### config.mk
export PLATFORM = sky130hd
export DESIGN_NAME = shift_add_mult
export DESIGN_NICKNAME = d
export VERILOG_FILES = /design/src/rtl/shift_add_mult.sv
export SDC_FILE = /design/constraint.sdc
export NUM_CORES = 1
export LEC_CHECK = 0
export ABC_AREA = 1
export BUFFER_PORTS_ARGS = -buffer_cell sky130_fd_sc_hd__buf_4
export CELL_PAD_IN_SITES_DETAIL_PLACEMENT = 0
export CELL_PAD_IN_SITES_GLOBAL_PLACEMENT = 1
export CORE_ASPECT_RATIO = 0.7
export CORE_UTILIZATION = 43
export DETAILED_ROUTE_END_ITERATION = 7
export GPL_ROUTABILITY_DRIVEN = 0
export GPL_TIMING_DRIVEN = 0
export PLACE_DENSITY_LB_ADDON = 0.1
export SLEW_MARGIN = 20
export SYNTH_ARGS = -nofsm -noshare
export SYNTH_HDL_FRONTEND = slang
export SYNTH_SLANG_ARGS = --single-unit
export TNS_END_PERCENT = 10
### constraint.sdc
create_clock -name clk -period 2.2 [get_ports clk]
set_input_delay 0.33 -clock clk [delete_from_list [all_inputs] [get_ports clk]]
set_output_delay 0.33 -clock clk [all_outputs]
set_load 0.02 [all_outputs]
### src/rtl/shift_add_mult.sv
// Sequential unsigned N x N shift-and-add multiplier with a start/busy/done handshake.
// Each RUN cycle performs one N-bit add with carry-out, then shifts {carry, sum, Q} right by one.
module shift_add_mult #(
   parameter int N = 4
) (
   input  logic           clk,
   input  logic           rst,
   input  logic           start,
   input  logic [N-1:0]   a,
   input  logic [N-1:0]   b,
   output logic           busy,
   output logic           done,
   output logic [2*N-1:0] p
);

   localparam int CW = (N > 2) ? $clog2(N) : 1;

   typedef enum logic [1:0] {
      S_IDLE = 2'd0,
      S_RUN  = 2'd1,
      S_DONE = 2'd2
   } state_t;

   state_t           r_state;
   state_t           w_state_next;
   logic [N-1:0]     r_m;
   logic [N-1:0]     r_a;
   logic [N-1:0]     r_q;
   logic [CW-1:0]    r_cnt;
   logic [2*N-1:0]   r_p;
   logic             r_busy;
   logic             r_done;

   logic [N-1:0]     w_addend;
   logic [N:0]       w_sum;
   logic [N-1:0]     w_a_next;
   logic [N-1:0]     w_q_next;
   logic             w_last;
   logic             w_load;
   logic             w_step;
   logic             w_finish;

   // One iteration: the carry-out lands in A's MSB, so (2^N-1)^2 never overflows.
   always_comb begin
      w_addend = r_q[0] ? r_m : {N{1'b0}};
      w_sum    = {1'b0, r_a} + {1'b0, w_addend};
      w_a_next = w_sum[N:1];
      w_q_next = {w_sum[0], r_q[N-1:1]};
      w_last   = (r_cnt == CW'(N - 1));
   end

   // Next-state and datapath control decode.
   always_comb begin
      w_state_next = r_state;
      w_load       = 1'b0;
      w_step       = 1'b0;
      w_finish     = 1'b0;
      case (r_state)
         S_IDLE: begin
            if (start) begin
               w_state_next = S_RUN;
               w_load       = 1'b1;
            end else begin
               w_state_next = S_IDLE;
            end
         end
         S_RUN: begin
            w_step = 1'b1;
            if (w_last) begin
               w_state_next = S_DONE;
               w_finish     = 1'b1;
            end else begin
               w_state_next = S_RUN;
            end
         end
         S_DONE: begin
            if (start) begin
               w_state_next = S_RUN;
               w_load       = 1'b1;
            end else begin
               w_state_next = S_IDLE;
            end
         end
         default: begin
            w_state_next = S_IDLE;
         end
      endcase
   end

   // State register and registered handshake outputs.
   always_ff @(posedge clk) begin
      if (rst) begin
         r_state <= S_IDLE;
         r_busy  <= 1'b0;
         r_done  <= 1'b0;
      end else begin
         r_state <= w_state_next;
         r_busy  <= (w_state_next == S_RUN);
         r_done  <= (w_state_next == S_DONE);
      end
   end

   // Operand capture and shift-add iteration.
   always_ff @(posedge clk) begin
      if (rst) begin
         r_m   <= {N{1'b0}};
         r_a   <= {N{1'b0}};
         r_q   <= {N{1'b0}};
         r_cnt <= {CW{1'b0}};
      end else if (w_load) begin
         r_m   <= a;
         r_a   <= {N{1'b0}};
         r_q   <= b;
         r_cnt <= {CW{1'b0}};
      end else if (w_step) begin
         r_a   <= w_a_next;
         r_q   <= w_q_next;
         r_cnt <= r_cnt + CW'(1);
      end else begin
         r_m   <= r_m;
         r_a   <= r_a;
         r_q   <= r_q;
         r_cnt <= r_cnt;
      end
   end

   // Product register: written only on completion, held otherwise.
   always_ff @(posedge clk) begin
      if (rst) begin
         r_p <= {(2*N){1'b0}};
      end else if (w_finish) begin
         r_p <= {w_a_next, w_q_next};
      end else begin
         r_p <= r_p;
      end
   end

   assign busy = r_busy;
   assign done = r_done;
   assign p    = r_p;

endmodule

==> impl_results.md <==
- Status: complete, no violations
- Largest family of logic cells by synthesized area: simple AND/OR/NAND/NOR gates
- Post-DR vias/cell: 4.624
- Mean post-synth cell area: 8.228 µm²
- ANT nets after route: 0
- DR pass1 iterations: 4
- Post-synth cell types: 25
- Leakage: 0.7144 nW
- Row count: 15
- Global-route wire length before repair: 3967 µm
- Met1 Wirelength: 1145 µm
- Die area: 2973 µm²
- GRT Overall Usage: 0.1830
- Layout area overhead: 22.28%
- Root buf cell: clkbuf_8
- Worst Skew: 1.936 ps
- Synth Area in Adders: 0.06969
- Chip height: 45.92 µm
- Syn Inst Count: 144
- GRT overflow: 0
- VDD IR max: 0.3364 mV
- Post-placement cell area: 1378 µm²
- First-iteration detailed-routing DRC count: 20
- Vias in the first global route: 875
- Starting density of the core: 0.4677
- Crit path capture type: flop
- IO buf count: 20
- Placed instance count: 198
- Final critical-path required period: 1684 ps
- Synthesized area: 1185 µm²
- Crit path max fanout: 5
- MaxCap Viol Count: 0
- CP arrival: 1860 ps
- Slew Viols, Final: 0
- Die W: 64.74 µm
- CTS tree: done
- Pin count of the biggest net entering global routing: 16
- Layout cells sized above 1: 0.2679
- CP Launch Type: flop
- Final setup fails: 0
- Initial antenna violation count: 0
- Count of non-filler cells in the finished layout: 202
- Worst hold path type: in2reg
- Yosys warns: 0
- DRC: 0
- Vias post-DR: 934
- Unrepaired setup endpoints after global routing: false
- HPWL after DPL: 1747 µm
- Setup Fix Bufs, Post-CTS: 0
- CTS Sinks: 26
- H-Tree Depth: 1
- Clk_lat worst skew: 270 ps
- Proportion of synthesized area in mux cells: 0
- Post-CTS Hold Buffers: 0
- Mapped Nets: 161
- Synth Area in Compound Gates: 0.1278
- IO Pins: 21
- CTS Buffer Depth: 2
- Seq cells post-synth: 26
- Tcrit/Tclk final: 0.7653
- Setup TNS: 0 ps
- Final Hold Viols: 0
- Fmax achieved: 593.9 MHz
- Post-Synth XOR/XNOR Area: 0.01478
- Reg clk slew, reported paths: 90 ps
- Slew margin rel.: 0.8142
- Post-Route WL: 2266 µm
- WL per Instance: 11.22 µm
- Max layer used: met4
- Final instance area: 1449 µm²
- CP required: 2370 ps
- Layout Nets: 186
- Hold Crit Depth: 3
- Total CTS buffers: 3
- Pwr per Cell Area: 706.2 nW/µm²
- Met2 WL post-DR: 994 µm
- Met3 WL post-DR: 111 µm
- PostCTS Resize Cnt: 0
- Layout fillers: 247
- Diodes inserted: 0
- Sequential-to-total area share from yosys stat: 0.4393
- Area share of and/or/nand/nor cells after synthesis: 0.2629
- Reg2reg path depth: 8
- Kind of critical path: reg2reg
- Core footprint: 2534 µm²
- Worst-Margin Slew: 278.1 ps
==> report_power, final <==
group | leakage, nW | total, mW | switching (mW) | internal (mW)
clock | 0.0357 | 0.390 | 0.146 | 0.243
sequential | 0.212 | 0.508 | 0.0154 | 0.493
combinational | 0.466 | 0.126 | 0.0701 | 0.0556
==> critical path: stages (launching register included) <==
cell and delay, ps:
dfxtp_1 350, nand2_1 80, inv_1 40, ha_1 210, fa_1 420, xnor2_1 270
nand2_1 90, o21ai_0 80, nor2_1 50
==> state kept, by name, indices dropped and copies added (netlist names) <==
| register | cells |
|---|---|
| busy | 1 |
| done | 1 |
| p | 8 |
| r_a | 4 |
| r_cnt | 2 |
| r_m | 4 |
| r_q | 4 |
| r_state | 2 |
==> cells in the mapped netlist <==
cell	count	area (µm²)
o211ai_1	3	22.52
a21oi_1	6	30.03
o21ai_2	3	26.28
nor2_1	33	123.9
nand2_4	2	22.52
o21ai_1	1	5.000
xnor2_1	1	8.760
nand2_1	17	63.81
or2_2	3	18.77
nand2_2	2	12.51
inv_1	13	48.80
ha_1	5	62.56
nor2_2	1	6.260
xor2_1	1	8.760
a211oi_2	1	12.51
o21a_1	1	7.510
nand3_1	7	35.03
buf_6	3	33.78
inv_4	3	18.77
dfxtp_1	26	520.5
nor2_4	2	22.52
fa_1	1	20.02
or2_1	1	6.260
o21ai_0	7	35.03
o211ai_2	1	12.51
==> cell families (layout without fill, tap and decap cells) <==
family | count (synthesis) | in the layout
AO/OA/AOI/OAI | 23 | 23
XOR/XNOR | 2 | 2
adder cells (fa/ha/maj) | 6 | 6
buffers and inverters | 19 | 43
flip-flops | 26 | 26
AND/OR/NAND/NOR | 68 | 68
==> metrics by stage <==
stage / total power, mW / hold WS (ps) / setup slack, ps / util
global route: 1.072 / 287.8 / 336.9 / 0.5719
detailed placement: 0.6462 / 460.7 / 531.5 / 0.5437
finish: 1.023 / 285.8 / 516.3 / 0.5719
global placement: 0.6432 / 453.5 / 513.9 / 0.5437
CTS: 1.039 / 280.2 / 499.6 / 0.5719
floorplan: 0.6056 / 399.1 / 708.2 / -
==> area by class of cell <==
| cell class | instances | area (µm²) | share of cell area |
|---|---|---|---|
| timing repair buffer | 20 | 150.1 | 0.1036 |
| multi-input combinational | 99 | 563.0 | 0.3886 |
| inverter | 16 | 67.56 | 0.04663 |
| tap | 34 | 42.54 | 0.02936 |
| clock inverter | 1 | 30.03 | 0.02073 |
| sequential | 26 | 520.5 | 0.3592 |
| buffer | 3 | 33.78 | 0.02332 |
| clock buffer | 3 | 41.29 | 0.02850 |
==> placed cells by master (no fill, tap or decap), drive strengths merged <==
cell type / n
inv: 16
buf: 23
o21a: 1
nand2: 21
bufinv: 1
ha: 5
dfxtp: 26
o211ai: 4
fa: 1
xor2: 1
clkbuf: 3
or2: 4
a21oi: 6
nand3: 7
xnor2: 1
nor2: 36
a211oi: 1
o21ai: 11
==> final timing paths <==
kind	from	end	slack (ps)
max reg2reg	r_q[0]$_SDFFE_PP0P_	p[5]$_SDFFE_PP0P_	520
max	r_q[0]$_SDFFE_PP0P_	p[5]$_SDFFE_PP0P_	520
min	a[2]	r_m[2]$_SDFFE_PP0P_	290
min reg2reg	r_a[0]$_SDFFE_PP0N_	r_a[0]$_SDFFE_PP0N_	470
==> routing by layer <==
layer  up-vias  track usage
met2        17       0.3125
met4         0      0.04000
met5         -            0
li1        504            -
met1       409       0.2276
met3         4      0.06000
(Power assumes the default switching activity.)
